### src/rtl/branch_resolve_unit.sv
// Execute-stage branch/jump resolver: evaluates the branch condition from the comparator
// flags, computes the target and link, and holds the result in a one-entry valid/ready slot.
// A taken, aligned result also sends a one-cycle fetch redirect and discards the next
// SQUASH_CNT accepted instructions, which are the wrong-path ones.
module branch_resolve_unit #(
  parameter int unsigned XLEN       = 32,
  parameter int unsigned SQUASH_CNT = 2
) (
  input  logic            clk,
  input  logic            rst,
  input  logic            in_valid,
  output logic            in_ready,
  input  logic            in_is_branch,
  input  logic            in_is_jal,
  input  logic            in_is_jalr,
  input  logic [2:0]      in_funct3,
  input  logic [XLEN-1:0] in_pc,
  input  logic [XLEN-1:0] in_imm,
  input  logic [XLEN-1:0] in_rs1,
  output logic            cmp_is_signed,
  input  logic            cmp_gt,
  input  logic            cmp_lt,
  input  logic            cmp_eq,
  output logic            out_valid,
  input  logic            out_ready,
  output logic            out_taken,
  output logic [XLEN-1:0] out_target,
  output logic [XLEN-1:0] out_link,
  output logic            out_misalign,
  output logic            out_illegal,
  output logic            redirect_valid,
  output logic [XLEN-1:0] redirect_pc
);

  localparam int unsigned CW = 3;

  logic            out_valid_q, out_valid_d;
  logic            out_taken_q, out_taken_d;
  logic [XLEN-1:0] out_target_q, out_target_d;
  logic [XLEN-1:0] out_link_q, out_link_d;
  logic            out_misalign_q, out_misalign_d;
  logic            out_illegal_q, out_illegal_d;
  logic            redirect_valid_q, redirect_valid_d;
  logic [XLEN-1:0] redirect_pc_q, redirect_pc_d;
  logic [CW-1:0]   squash_cnt_q, squash_cnt_d;

  logic            accept, squashing, cond;
  logic            taken_c, misalign_c, illegal_c;
  logic [XLEN-1:0] target_c, br_target, jalr_sum;

  assign in_ready      = !out_valid_q || out_ready;
  assign cmp_is_signed = (in_funct3[2:1] == 2'b10);
  assign accept        = in_valid && in_ready;
  assign squashing     = (squash_cnt_q != '0);
  assign br_target     = in_pc + in_imm;
  assign jalr_sum      = in_rs1 + in_imm;

  // Resolve condition, target and exception flags for the presented instruction
  always_comb begin
    cond      = 1'b0;
    illegal_c = 1'b0;
    taken_c   = 1'b0;
    target_c  = '0;
    unique case (in_funct3)
      3'b000:         cond = cmp_eq;
      3'b001:         cond = !cmp_eq;
      3'b100, 3'b110: cond = cmp_lt;
      3'b101, 3'b111: cond = cmp_gt || cmp_eq;
      default:        cond = 1'b0;
    endcase
    if (in_is_branch) begin
      taken_c   = cond;
      target_c  = br_target;
      illegal_c = (in_funct3[2:1] == 2'b01);
    end else if (in_is_jal) begin
      taken_c  = 1'b1;
      target_c = br_target;
    end else if (in_is_jalr) begin
      taken_c  = 1'b1;
      target_c = jalr_sum & ~XLEN'(1);
    end
    misalign_c = taken_c && (target_c[1:0] != 2'b00);
  end

  // Slot, redirect pulse and squash counter next state
  always_comb begin
    out_valid_d      = out_valid_q && !out_ready;
    out_taken_d      = out_taken_q;
    out_target_d     = out_target_q;
    out_link_d       = out_link_q;
    out_misalign_d   = out_misalign_q;
    out_illegal_d    = out_illegal_q;
    redirect_valid_d = 1'b0;
    redirect_pc_d    = redirect_pc_q;
    squash_cnt_d     = squash_cnt_q;
    if (accept) begin
      if (squashing) begin
        squash_cnt_d = squash_cnt_q - CW'(1);
      end else begin
        out_valid_d    = 1'b1;
        out_taken_d    = taken_c;
        out_target_d   = target_c;
        out_link_d     = in_pc + XLEN'(4);
        out_misalign_d = misalign_c;
        out_illegal_d  = illegal_c;
        if (taken_c && !misalign_c) begin
          redirect_valid_d = 1'b1;
          redirect_pc_d    = target_c;
          squash_cnt_d     = CW'(SQUASH_CNT);
        end
      end
    end
  end

  always_ff @(posedge clk) begin
    if (rst) begin
      out_valid_q      <= 1'b0;
      out_taken_q      <= 1'b0;
      out_target_q     <= '0;
      out_link_q       <= '0;
      out_misalign_q   <= 1'b0;
      out_illegal_q    <= 1'b0;
      redirect_valid_q <= 1'b0;
      redirect_pc_q    <= '0;
      squash_cnt_q     <= '0;
    end else begin
      out_valid_q      <= out_valid_d;
      out_taken_q      <= out_taken_d;
      out_target_q     <= out_target_d;
      out_link_q       <= out_link_d;
      out_misalign_q   <= out_misalign_d;
      out_illegal_q    <= out_illegal_d;
      redirect_valid_q <= redirect_valid_d;
      redirect_pc_q    <= redirect_pc_d;
      squash_cnt_q     <= squash_cnt_d;
    end
  end

  assign out_valid      = out_valid_q;
  assign out_taken      = out_taken_q;
  assign out_target     = out_target_q;
  assign out_link       = out_link_q;
  assign out_misalign   = out_misalign_q;
  assign out_illegal    = out_illegal_q;
  assign redirect_valid = redirect_valid_q;
  assign redirect_pc    = redirect_pc_q;

endmodule

### config.mk
export PLATFORM = sky130hd
export DESIGN_NAME = branch_resolve_unit
export DESIGN_NICKNAME = d
export VERILOG_FILES = /design/src/rtl/branch_resolve_unit.sv
export SDC_FILE = /design/constraint.sdc
export NUM_CORES = 1
export LEC_CHECK = 0
export CAP_MARGIN = 20
export CORE_MARGIN = 8
export CORE_UTILIZATION = 50
export DETAILED_ROUTE_END_ITERATION = 16
export PLACE_DENSITY = 0.82
export SLEW_MARGIN = 30
export SYNTH_ARGS = -nofsm -noshare
export SYNTH_HDL_FRONTEND = slang
export SYNTH_SLANG_ARGS = --single-unit
### constraint.sdc
create_clock -name clk -period 3.5 [get_ports clk]
set_input_delay 0.7 -clock clk [delete_from_list [all_inputs] [get_ports clk]]
set_output_delay 0.7 -clock clk [all_outputs]
set_load 0.01 [all_outputs]
# Yosys cells after proc, flatten, opt, wreduce, memory -nomap -nowiden
# Index checks and enable logic that the tools add are counted.
# W data, S select, Z words.
[word_totals]
output_inout_bits = 103
inputBits = 109
memories = 0
ff_bits = 104
latchBits = 0
romBits = 0
ram_bits = 0
[classes]
add_sub_neg = 4
n_mux = 13
n_shift = 0
n_eq_ne = 7
reduce_logical = 20
bitwise = 2
mul = 0
magnitude_cmp = 0
n_div = 0
[ops]
columns = ["operator", "n"]
rows = [
  ["$mux W32", 3],
  ["$add A32 B32 Y32", 2],
  ["$add A32 B3 Y32 const B", 1],
  ["$eq A3 B3 Y1 const B", 4],
  ["$mux W1", 7],
  ["$mux W3", 2],
  ["$logic_and A1 B1 Y1", 4],
  ["$logic_not A1 Y1", 4],
  ["$pmux W1 S4", 1],
  ["$reduce_and A2 Y1", 2],
  ["$reduce_bool A2 Y1", 2],
  ["$reduce_or A2 Y1", 2],
  ["$eq A3 B1 Y1 const B", 1],
  ["$logic_not A3 Y1", 1],
  ["$reduce_and A3 Y1", 1],
  ["$reduce_bool A3 Y1", 1],
  ["$reduce_or A3 Y1", 1],
  ["$sub A3 B1 Y3 const B", 1],
  ["$eq A2 B1 Y1 const B", 1],
  ["$eq A2 B2 Y1 const B", 1],
  ["$logic_or A1 B1 Y1", 2],
  ["$not A1 Y1", 2],
]

# Logic depth before layout (Yosys ltp)
# Gate-level depths: netlist (run 1).
[depth]
word_depth = 10
ltp_mapped = 11

# Worst setup path before layout (run 1)
# No wires, ideal clock.
[synth_path]
path_kind = "input port to flip-flop"
startpoint = "input port in_pc[0]"
endpoint = "register redirect_pc_q[28] (netlist: redirect_pc[28])"
stages = 10
arrival_time_ns = 2.805
setup_slack_ns = 0.606
setup_time_ns = 0.088
t_required_ns = 3.412
path_cell_list = "ha_1 fa_1 a211oi_1 o21ai_1 nand2_1 o211ai_2 o211ai_1 a21oi_1 o211ai_1 nor4bb_4"
[synth_between]
elab_chain_cells = 8
[synth_lines]
columns = ["element", "line", "rtl"]
rows = [
  ["start: declaration", "17", "input logic [XLEN-1:0] in_pc,"],
  ["$add A32 B32 Y32 (*)", "55", "assign br_target = in_pc + in_imm;"],
  ["$mux W32", "75", "end else if (in_is_jal) begin"],
  ["$mux W32 (*)", "71", "if (in_is_branch) begin"],
  ["$reduce_bool A2 Y1", "82", "misalign_c = taken_c && (target_c[1:0] != 2'b00);"],
  ["$logic_and A1 B1 Y1", "82", ""],
  ["$logic_not A1 Y1", "106", "if (taken_c && !misalign_c) begin"],
  ["$logic_and A1 B1 Y1", "106", ""],
  ["$reduce_and A3 Y1 (no line)", "-", ""],
  ["end signal: assignment", "134", "redirect_pc_q <= redirect_pc_d;"],
  ["end: declaration", "44", "logic [XLEN-1:0] redirect_pc_q, redirect_pc_d;"],
]
# Mark *: on every way between the ends. The rest lies on a longest branch, timed or not.
# A chain may end at the register's enable or synchronous reset.

# Final worst setup path (run 1)
[layout_path]
startpoint = "input port in_imm[12]"
endpoint = "register redirect_pc_q[27] (netlist: redirect_pc[27])"
[layout_between]
elab_chain_cells = 4
elab_cells_between_ends = 5
classes_between = "2 x add/sub; 3 x mux"
[layout_lines]
columns = ["element", "line", "rtl"]
rows = [
  ["start: declaration", "18", "input logic [XLEN-1:0] in_imm,"],
  ["$add A32 B32 Y32", "56", "assign jalr_sum = in_rs1 + in_imm;"],
  ["$mux W32", "78", "end else if (in_is_jalr) begin"],
  ["$mux W32", "75", ""],
  ["$mux W32 (*)", "71", ""],
]
# Marks and branches as above.

==> results by group, run 1 <==
Min path
  – Worst Hold Class: reg2reg
  – Hold Crit Start: out_target[0]
  – Worst Hold Path EP: out_target[0]
  – Worst hold path depth: 2

Global routing
  – Number of global-route vias before repair: 8804
  – First-pass GRT wire length: 45.3 mm
  – Largest net degree at the start of global routing: 105
  – GRT Resource Usage Total: 27.5%
  – Initial antenna violation count: 0
  – Total grt overflow: 0

Clocking
  – TritonCTS Buffers: 9
  – Postcts setup bufs: 0
  – Post-cts gate resize count: 0
  – Root Driver: clkbuf_16
  – H-tree depth: 3
  – TritonCTS clock tree: built
  – Clock sinks: 104
  – Clk_lat worst skew: 350 ps
  – # hold bufs at CTS: 0
  – Register clock-pin slew on the reported worst setup and hold paths: 80 ps
  – Clock Path Buffers: 2

Outcome
  – Status: completed

Logic synthesis
  – Yosys warns: 0
  – Post-synth EDFFs: 0
  – Syn Std Cell Area: 8110 um2
  – Ys async rst share: 0%
  – Register area share after synthesis: 25.7%
  – Ranking of synthesized cells by area: dfxtp_1, ha_1, nor2_1
  – Syn_area_per_cell: 7.81 um2
  – Number of distinct library cells after synthesis: 77
  – #FFs+latches synth: 104
  – Area leader, netlist: dfxtp_1
  – Area share of the largest cell type after synthesis: 25.7%
  – Mapped Cells: 1038
  – Synth Net Count: 1213
  – Ys flop type: dfxtp_1

Pwr
  – Clock share of power: 20.6%
  – Leak Pwr: 0.00453 uW
  – Power Total: 4960 uW
  – Net Sw Frac: 38.1%
  – Flop pwr share: 31.0%
  – Combinational Power Share: 48.3%
  – Pwr Density: 440 nW/um2
  – Pint: 3070 uW
  – Max rail drop VDD: 360 uV
  – Sw Pwr: 1890 uW

Floorplanning
  – Row count: 46
  – Core Box Area: 15900 um2
  – Chip width: 143 um
  – Num ports: 212
  – DIE AREA: 20500 um2
  – Die height: 143 um
  – Initial Util: 51.0%

Critical path
  – Required time worst endpoint: 3750 ps
  – Reg2reg start: squash_cnt_q[0]
  – Worst Path Buf+Inv: 2
  – Crit start category: input port
  – Worst setup path startpoint: in_imm[12]
  – Max stage delay on crit path: 470 ps
  – R2r setup slk: 1530 ps
  – Critical Path AT: 3510 ps
  – Max Fanout on Critical Path: 7
  – CP cell instances: clkdlybuf4s50_1 > ha_1 > and2_1 > a32o_1 > o21a_1 > a21oi_1 > a2111oi_0 > a211oi_1 > o21ai_0 > buf_4 > o21a_1
  – Most frequent CP cell: o21a_1
  – RR Endpoint: redirect_pc[26]
  – Crit. End Element: flop
  – Slowest stage cell, crit path: clkdlybuf4s50_1
  – Crit path max-delay family: compound AO/OA/AOI/OAI gates
  – Setup CP Type: in2reg
  – Register-to-Register Path Depth: 9

Drt
  – Final wirelength: 28.8 mm
  – Vias: 8894
  – DRC: 0
  – Routed length per instance: 18.9 um
  – Starting DRT DRC Count: 688
  – Vias/cell: 5.84
  – Drt first pass iters: 5
  – Detail Route Antenna Nets: 0

STA
  – Measured slew at the worst slew-check pin: 832 ps
  – Max-slew headroom: 44.6%
  – RSZ-0062 raised after global routing: no
  – Worst Skew: 8.81 ps
  – Final period utilization: 93.4%
  – Final hold violation count: 0
  – Fmax: 0.306 GHz
  – Final setup violation count: 0
  – Final Max Tran Viols: 0
  – Fin crit period: 3270 ps

Final layout
  – Final net count: 1477
  – Synthesis-to-layout area growth: 39.0%
  – Finished Cell Area: 11300 um2
  – Layout cells sized above 1: 10.5%
  – # diodes: 0

Placed design
  – Gpl congestion: 0.946
  – Placed cell areas: 11000 um2
  – Port Buffer Count: 211
  – Final HPWL DP: 23.0 mm

Flow run
  – Maxcap violations: 0
==> flip-flops by register name (all words and copies together) (netlist names) <==
register        cells
out_illegal         1
out_link           32
redirect_valid      1
out_target         32
out_valid           1
out_taken           1
out_misalign        1
squash_cnt_q        3
redirect_pc        32
==> layout by cell type (no fill, tap or decap), types with 6 or more instances in the layout <==
cell / n
and2_1: 7
and3_1: 14
nand2_1: 76
a21oi_1: 75
clkbuf_16: 9
o211ai_1: 13
o21ai_0: 36
nand4_1: 13
xnor2_1: 28
and4_1: 7
a22oi_1: 9
ha_1: 64
o31a_1: 8
xor2_1: 38
dfxtp_1: 104
inv_1: 17
buf_4: 95
nand3_1: 36
a211oi_1: 73
a311oi_1: 8
clkdlybuf4s50_1: 210
nand2b_1: 10
o21bai_1: 8
nor2_1: 152
o21a_1: 13
o21ai_1: 6
nor3_1: 28
a21o_1: 30
or3_1: 10
==> power groups by stage <==
stage / registers (uW) / logic [uW] / clock network (uW)
after floorplan: 1660 / 1180 / 0
after CTS: 1540 / 2400 / 1030
after detailed placement: 1570 / 2380 / 0
after global routing: 1570 / 2600 / 1080
final: 1540 / 2400 / 1020
after global placement: 1560 / 2350 / 0
==> worst max path at each step <==
stage,end,cells after the start
final,redirect_pc[27],11
after global routing,out_target[12],12
after CTS,redirect_pc[26],13
after detailed placement,redirect_pc[26],13
after global placement,out_target[27],11
after floorplan,redirect_pc[28],10
==> synthesized netlist by cell type (8+ instances only) <==
cell,n
xor2_1,38
nand3_1,36
nor3_1,28
o21a_1,13
nand2b_1,10
a21o_1,30
inv_1,17
nand4_1,13
nor2_1,153
o21bai_1,8
o31a_1,8
or3_1,10
clkbuf_1,37
a22oi_1,9
ha_1,64
xnor2_1,28
and3_1,15
a21oi_1,75
o211ai_1,13
o21ai_0,36
nand2_1,76
dfxtp_1,104
a211oi_1,73
a311oi_1,8
==> through the flow <==
step | TNS (ps) | utilization [%] | hold slack (ps) | cells | worst slack (ps)
final | 0 | 71.0 | 455 | 1523 | 232
after global routing | 0 | 71.0 | 475 | 1523 | 18.5
after CTS | 0 | 71.0 | 456 | 1523 | 230
after detailed placement | -730 | 69.1 | 448 | 1507 | -119
after global placement | -237 | 69.1 | 440 | 1507 | -53.1
after floorplan | 0 | - | 476 | 1038 | 606
==> cell type report <==
| cell class | instances | area (um2) |
|---|---|---|
| multi-input cells | 862 | 5700 |
| fillers | 1371 | 4610 |
| repair buffers | 308 | 2870 |
| flip-flops and latches | 104 | 2080 |
| well taps | 216 | 270 |
| clock buffers | 10 | 229 |
| inverters | 17 | 63.8 |
| clock inverters | 6 | 60.1 |
==> worst reg2reg max path: stages (launching register included) <==
cell,delay [ps]
dfxtp_1,330
inv_1,80
ha_1,180
nand2b_1,120
nor2_4,130
buf_4,230
and3_2,280
buf_12,220
nor2_1,70
a211oi_1,230
==> cell families after synthesis <==
group | Yosys count | synth area share, %
buf+inv | 72 | 4.14
xor+xnor | 66 | 7.13
compound gates | 343 | 29.8
simple gates | 382 | 22.3
flops | 104 | 25.7
mux | 5 | 0.633
fa+ha+maj | 66 | 10.4
==> routing by layer <==
layer  global-route usage [%]  wire length [um]  up-vias
met5                        0                 0        -
met4                     10.9               971        0
met3                     5.24              1870       61
met2                     49.0             14000      312
met1                     31.8             12000     4133
li1                         -                 -     4388
Note: power is estimated with default switching activity, not from simulation.
==> run 2, diff against run 1 <==
--- a/config.mk
+++ b/config.mk
@@ -10,6 +10,7 @@
 export CORE_UTILIZATION = 50
 export DETAILED_ROUTE_END_ITERATION = 16
 export PLACE_DENSITY = 0.82
+export REMOVE_ABC_BUFFERS = 1
 export SLEW_MARGIN = 30
 export SYNTH_ARGS = -nofsm -noshare
 export SYNTH_HDL_FRONTEND = slang
==> results by group, run 2 (synthesis results as in run 1) <==
Outcome
  – Status: completed

Critical path
  – Register-to-Register Path Depth: 8 (-1)
  – Max stage delay on crit path: 440 ps (-30 ps)
  – Crit start category: input port
  – Max Fanout on Critical Path: 4 (-3)
  – CP cell instances: clkdlybuf4s50_1 > ha_1 > buf_4 > nand2_1 > a2111oi_2 > or2_1 > a21oi_1 > a21o_1 > a211oi_1 > o21ai_0 > o21a_1
  – Crit path max-delay family: compound AO/OA/AOI/OAI gates
  – Required time worst endpoint: 3750 ps (about the same)
  – Worst Path Buf+Inv: 2 (unchanged)
  – Critical Path AT: 3570 ps (+60 ps)
  – Critical path depth: 11 (unchanged)
  – Slowest stage cell, crit path: clkdlybuf4s50_1
  – Setup CP Type: in2reg
  – Crit. End Element: flop

Final layout
  – Most frequent cells in the layout: clkdlybuf4s50_1, nor2_1, dfxtp_1, nand2_1
  – Layout cells sized above 1: 9.25% (-1.2 points)
  – Commonest non-fill, non-tap cell in the layout: clkdlybuf4s50_1
  – Synthesis-to-layout area growth: 37.9%
  – Final net count: 1457 (-1.4%)
  – Finished Cell Area: 11200 um2 (-0.79%)

Global routing
  – Total grt overflow: 0 (unchanged)
  – Largest net degree at the start of global routing: 65 (-38%)
  – Number of global-route vias before repair: 8726 (-0.89%)
  – First-pass GRT wire length: 43.9 mm (-3.0%)
  – Initial antenna violation count: 0 (unchanged)
  – GRT Resource Usage Total: 26.7% (-0.79 points)

STA
  – Fin Hold WS: 459 ps (+4.07 ps)
  – Fmax: 0.302 GHz (-1.5%)
  – Final hold violation count: 0 (unchanged)
  – Final setup violation count: 0 (unchanged)
  – RSZ-0062 raised after global routing: no
  – Final period utilization: 94.7% (+1.4 points)
  – Max-slew headroom: 60.9% (+16 points)
  – Final Max Tran Viols: 0 (unchanged)
  – Measured slew at the worst slew-check pin: 586 ps (-246 ps)
  – Worst Skew: 12.3 ps (+3.52 ps)
  – Fin crit period: 3320 ps (+48.3 ps)

Floorplanning
  – Num ports: 212 (unchanged)
  – Die height: 143 um (unchanged)
  – Initial Util: 51.0% (unchanged)
  – Core Box Area: 15900 um2 (unchanged)
  – DIE AREA: 20500 um2 (unchanged)
  – Chip width: 143 um (unchanged)
  – Row count: 46 (unchanged)

Pwr
  – Pint: 3170 uW (+3.3%)
  – Combinational Power Share: 46.8% (-1.5 points)
  – Sw Pwr: 1820 uW (-3.5%)
  – Net Sw Frac: 36.5% (-1.6 points)
  – Max rail drop VDD: 310 uV (-14%)
  – Pwr Density: 447 nW/um2 (+1.5%)
  – Leak Pwr: 0.00446 uW (-1.6%)
  – Flop pwr share: 30.9% (about the same)
  – Power Total: 4990 uW (+0.71%)
  – Clock share of power: 22.3% (+1.7 points)

Clocking
  – Root Driver: clkbuf_16
  – # hold bufs at CTS: 0 (unchanged)
  – Clk_lat worst skew: 360 ps (about the same)
  – Register clock-pin slew on the reported worst setup and hold paths: 80 ps (about the same)
  – Clock Path Buffers: 2 (unchanged)
  – TritonCTS clock tree: built
  – TritonCTS Buffers: 9 (unchanged)
  – H-tree depth: 3 (unchanged)
  – Clock sinks: 104 (unchanged)

Drt
  – Starting DRT DRC Count: 780 (+13%)
  – Drt first pass iters: 5 (unchanged)
  – DRC: 0 (unchanged)
  – Final wirelength: 27.9 mm (-3.4%)
  – Detail Route Antenna Nets: 0 (unchanged)
  – Vias/cell: 5.93 (+1.5%)
  – Vias: 8912 (+0.20%)
  – Routed length per instance: 18.5 um (-2.2%)

Placed design
  – Gpl congestion: 0.951 (+0.56%)
  – Placed cell areas: 10900 um2 (-1.2%)
  – Port Buffer Count: 211 (unchanged)
  – Final HPWL DP: 22.5 mm (-2.4%)

Flow run
  – Maxcap violations: 0 (unchanged)

Min path
  – Worst hold path depth: 2 (unchanged)
  – Worst Hold Class: reg2reg
run 2: area by class of cell:
cell class / count / area, um2
inverter: 17 / 63.8
clock inverter: 6 / 91.3
fill: 1336 / 4700
clock buffer: 10 / 229
sequential: 104 / 2080
antenna: 1 / 2.50
multi-input combinational: 862 / 5710
timing repair buffer: 288 / 2740
tap: 216 / 270
run 2: routing by layer:
metal,global-route usage (%),routed length [um]
met5,0,0
met4,8.02,576
met3,7.93,2670
met2,44.6,13000
met1,32.5,11600
run 2: final timing paths:
check | endpoint | startpoint | slack, ps
max | out_target[27] | in_imm[3] | 180
min | out_target[0] | out_target[0] | 460
max reg2reg | out_target[28] | squash_cnt_q[0] | 1640
min reg2reg | out_target[0] | out_target[0] | 460
run 2: repair_timing:
| action | in CTS | in global routing |
|---|---|---|
| setup endpoints to repair | 0 | 2 |
| buffers inserted | 0 | 0 |
| resized for setup | 0 | 1 |
run 2: stage by stage:
| stage | std cells | util (%) | setup slack [ps] | setup TNS, ps |
|---|---|---|---|---|
| floorplan | 983 | - | -3040 | -199300 |
| global placement | 1487 | 68.3 | -75.9 | -230 |
| detailed placement | 1487 | 68.3 | -119 | -943 |
| CTS | 1503 | 70.4 | 192 | 0 |
| global route | 1503 | 70.4 | 48.8 | 0 |
| finish | 1504 | 70.4 | 184 | 0 |
run 2: worst reg2reg max path, delay by kind of cell, from the launching register on:
family	cells	cell delay, ps
AO/OA/AOI/OAI	2	240
flip-flops	1	330
buffers and inverters	2	550
adder cells (fa/ha/maj)	1	190
AND/OR/NAND/NOR	3	430
run 2: power by group through the flow:
| stage | Sequential (uW) | Combinational (uW) | Clock (uW) |
|---|---|---|---|
| floorplan | 1660 | 1160 | 0 |
| global placement | 1560 | 2270 | 0 |
| detailed placement | 1570 | 2320 | 0 |
| CTS | 1540 | 2330 | 1130 |
| global route | 1570 | 2550 | 1180 |
| finish | 1540 | 2340 | 1110 |
==> run 3, diff against run 2 <==
--- a/config.mk
+++ b/config.mk
@@ -5,9 +5,10 @@
 export SDC_FILE = /design/constraint.sdc
 export NUM_CORES = 1
 export LEC_CHECK = 0
+export ABC_AREA = 1
 export CAP_MARGIN = 20
 export CORE_MARGIN = 8
-export CORE_UTILIZATION = 50
+export CORE_UTILIZATION = 52
 export DETAILED_ROUTE_END_ITERATION = 16
 export PLACE_DENSITY = 0.82
 export REMOVE_ABC_BUFFERS = 1
==> constraint.sdc (replaced) <==
create_clock -name clk -period 3.7 [get_ports clk]
set_input_delay 0.74 -clock clk [delete_from_list [all_inputs] [get_ports clk]]
set_output_delay 0.74 -clock clk [all_outputs]
set_load 0.01 [all_outputs]
==> results by group, run 3 <==
Placed design
  – Dpl ws: 284 ps (+403 ps)
  – Final HPWL DP: 29.0 mm (+29%)
  – Port Buffer Count: 211 (unchanged)
  – Gpl congestion: 1.01 (+6.6%)

Critical path
  – Reg2reg start: squash_cnt_q[0]
  – Setup CP Type: in2reg
  – Worst setup path startpoint: in_pc[2]
  – RR Endpoint: redirect_pc[13]
  – Crit start category: input port
  – Required time worst endpoint: 3960 ps (+210 ps)
  – Register-to-Register Path Depth: 13 (+5)
  – Crit. End Element: flop
  – Critical Path AT: 3320 ps (-250 ps)
  – Max Fanout on Critical Path: 7 (+3)
  – R2r setup slk: 1510 ps (-130 ps)

Min path
  – Worst hold path depth: 2 (unchanged)
  – Hold Crit Start: redirect_pc[0]
  – Worst Hold Path EP: redirect_pc[0]
  – Worst Hold Class: reg2reg

Final layout
  – Commonest non-fill, non-tap cell in the layout: nand2_1
  – Final net count: 2016 (+38%)
  – Most frequent cells in the layout: nand2_1, inv_1, clkdlybuf4s50_1, nor2_1, nand3_1
  – End-of-flow core utilization: 67.9% (-2.5 points)
  – Synthesis-to-layout area growth: 29.5%
  – # diodes: 0 (-1)
  – Layout cells sized above 1: 3.47% (-5.8 points)

Clocking
  – Root Driver: clkbuf_16
  – Clock sinks: 104 (unchanged)
  – Clk_lat worst skew: 370 ps (about the same)
  – H-tree depth: 3 (unchanged)
  – Register clock-pin slew on the reported worst setup and hold paths: 80 ps (about the same)
  – Post-cts gate resize count: 0 (unchanged)
  – TritonCTS Buffers: 9 (unchanged)
  – # hold bufs at CTS: 0 (unchanged)
  – TritonCTS clock tree: built
  – Clock Path Buffers: 2 (unchanged)
  – Postcts setup bufs: 0 (unchanged)

STA
  – Final hold violation count: 0 (unchanged)
  – Max-slew headroom: 49.4% (-11 points)
  – Final period utilization: 82.7%
  – Worst setup margin: 642 ps (+458 ps)
  – Worst Skew: 11.7 ps (-0.672 ps)
  – Final setup violation count: 0 (unchanged)
  – Measured slew at the worst slew-check pin: 751 ps (+165 ps)
  – Final Max Tran Viols: 0 (unchanged)
  – Fmax: 0.327 GHz
  – Fin crit period: 3060 ps
  – RSZ-0062 raised after global routing: no

Global routing
  – Top Usage Layer GRT: met2
  – Largest net degree at the start of global routing: 57 (-12%)
  – Total grt overflow: 0 (unchanged)
  – Met2 Track Usage GR: 50.5% (+6.0 points)
  – First-pass GRT wire length: 53.3 mm (+21%)
  – Grt met3 use: 4.69% (-3.2 points)
  – GRT met1 Usage: 37.3% (+4.8 points)
  – GRT Resource Usage Total: 30.2% (+3.5 points)
  – Initial antenna violation count: 0 (unchanged)
  – Number of global-route vias before repair: 10400 (+19%)

Floorplanning
  – Chip width: 150 um (+4.5%)
  – Initial Util: 52.4% (+1.4 points)
  – Core Box Area: 17800 um2 (+12%)
  – DIE AREA: 22500 um2 (+9.3%)
  – Row count: 49 (+6.5%)
  – Num ports: 212 (unchanged)
  – Die height: 150 um (+4.5%)

Drt
  – DRC: 0 (unchanged)
  – Detail Route Antenna Nets: 0 (unchanged)
  – Routed length per instance: 16.9 um (-8.9%)
  – Starting DRT DRC Count: 1026 (+32%)
  – Drt first pass iters: 6 (+1)
  – Final wirelength: 35.0 mm (+26%)
  – Vias: 11100 (+25%)
  – Vias/cell: 5.36 (-9.6%)

Logic synthesis
  – Mapped Cells: 1634 (+57%)
  – Synth top cells by count: nand2_1, inv_1, nor2_1
  – Area share of the largest cell type after synthesis: 22.3% (-3.3 points)
  – Post-synth EDFFs: 0 (unchanged)
  – Ys async rst share: 0% (unchanged)
  – Ranking of synthesized cells by area: dfxtp_1, nand2_1, inv_1
  – Area leader, netlist: dfxtp_1
  – Syn Std Cell Area: 9320 um2 (+15%)
  – Most common cell in the netlist: nand2_1
  – Register area share after synthesis: 22.3% (-3.3 points)
  – Yosys warns: 0 (unchanged)
  – Ys flop type: dfxtp_1
  – #FFs+latches synth: 104 (unchanged)
  – Syn_area_per_cell: 5.70 um2 (-27%)
  – Number of distinct library cells after synthesis: 37 (-52%)

Pwr
  – Max rail drop VDD: 452 uV (+46%)
  – Pwr Density: 402 nW/um2 (-10%)
  – Leak Pwr: 0.00631 uW (+41%)

Flow run
  – Maxcap violations: 0 (unchanged)

Outcome
  – Status: completed
-- run 3: report_power, final --
part	internal [uW]	switching [uW]	leakage, uW	total, uW
Combinational	968	1290	0.00529	2260
Sequential	1360	125	0.000855	1480
Clock	609	499	0.000164	1110
Total	2940	1910	0.00631	4850
-- run 3: stage by stage --
stage / hold WS (ps) / instance area [um2] / std cells / TNS (ps) / power [uW]
global placement: 430 / 11700 / 2059 / 0 / 3700
finish: 443 / 12100 / 2075 / 0 / 4850
floorplan: 435 / 9160 / 1598 / -196420 / 2710
global route: 480 / 12100 / 2075 / 0 / 5140
detailed placement: 433 / 11700 / 2059 / 0 / 3740
CTS: 445 / 12100 / 2075 / 0 / 4840
-- run 3: how the worst max path moves through the flow --
stage                endpoint  slack, ps
2_1_floorplan  redirect_pc[3]      -3260
3_3_place_gp     out_link[28]        280
3_5_place_dp     out_link[28]        280
4_1_cts          out_link[28]        650
5_1_grt          out_link[28]        500
6_report         out_link[28]        640
-- run 3: cells by family (layout without fill, tap and decap cells) --
kind of cell / Yosys count / in the layout / share of synthesized area (%)
fa+ha+maj: 66 / 66 / 9.02
xor+xnor: 33 / 33 / 3.10
simple gates: 880 / 880 / 39.2
buf+inv: 320 / 532 / 13.2
flops: 104 / 104 / 22.3
compound gates: 231 / 231 / 13.1
-- run 3: critical path: stages --
cell	delay, ps
clkdlybuf4s50_1	550
buf_4	190
ha_1	190
nand3_1	160
nor3_1	450
nand2_1	220
nor4_1	410
or2_2	190
nand3_1	70
o211ai_1	100
inv_1	50
-- run 3: routing by layer --
layer	up-vias	part of all wire (%)
met5	-	0
met4	0	4.3
met3	90	8.8
met2	499	46
met1	4962	41
li1	5566	-
-- run 3: cell type report --
type | count | area (um2)
multi-input combinational | 1210 | 6020
sequential | 104 | 2080
fill | 1701 | 5720
inverter | 284 | 1070
tap | 229 | 287
timing repair buffer | 232 | 2280
clock inverter | 7 | 111
clock buffer | 9 | 225
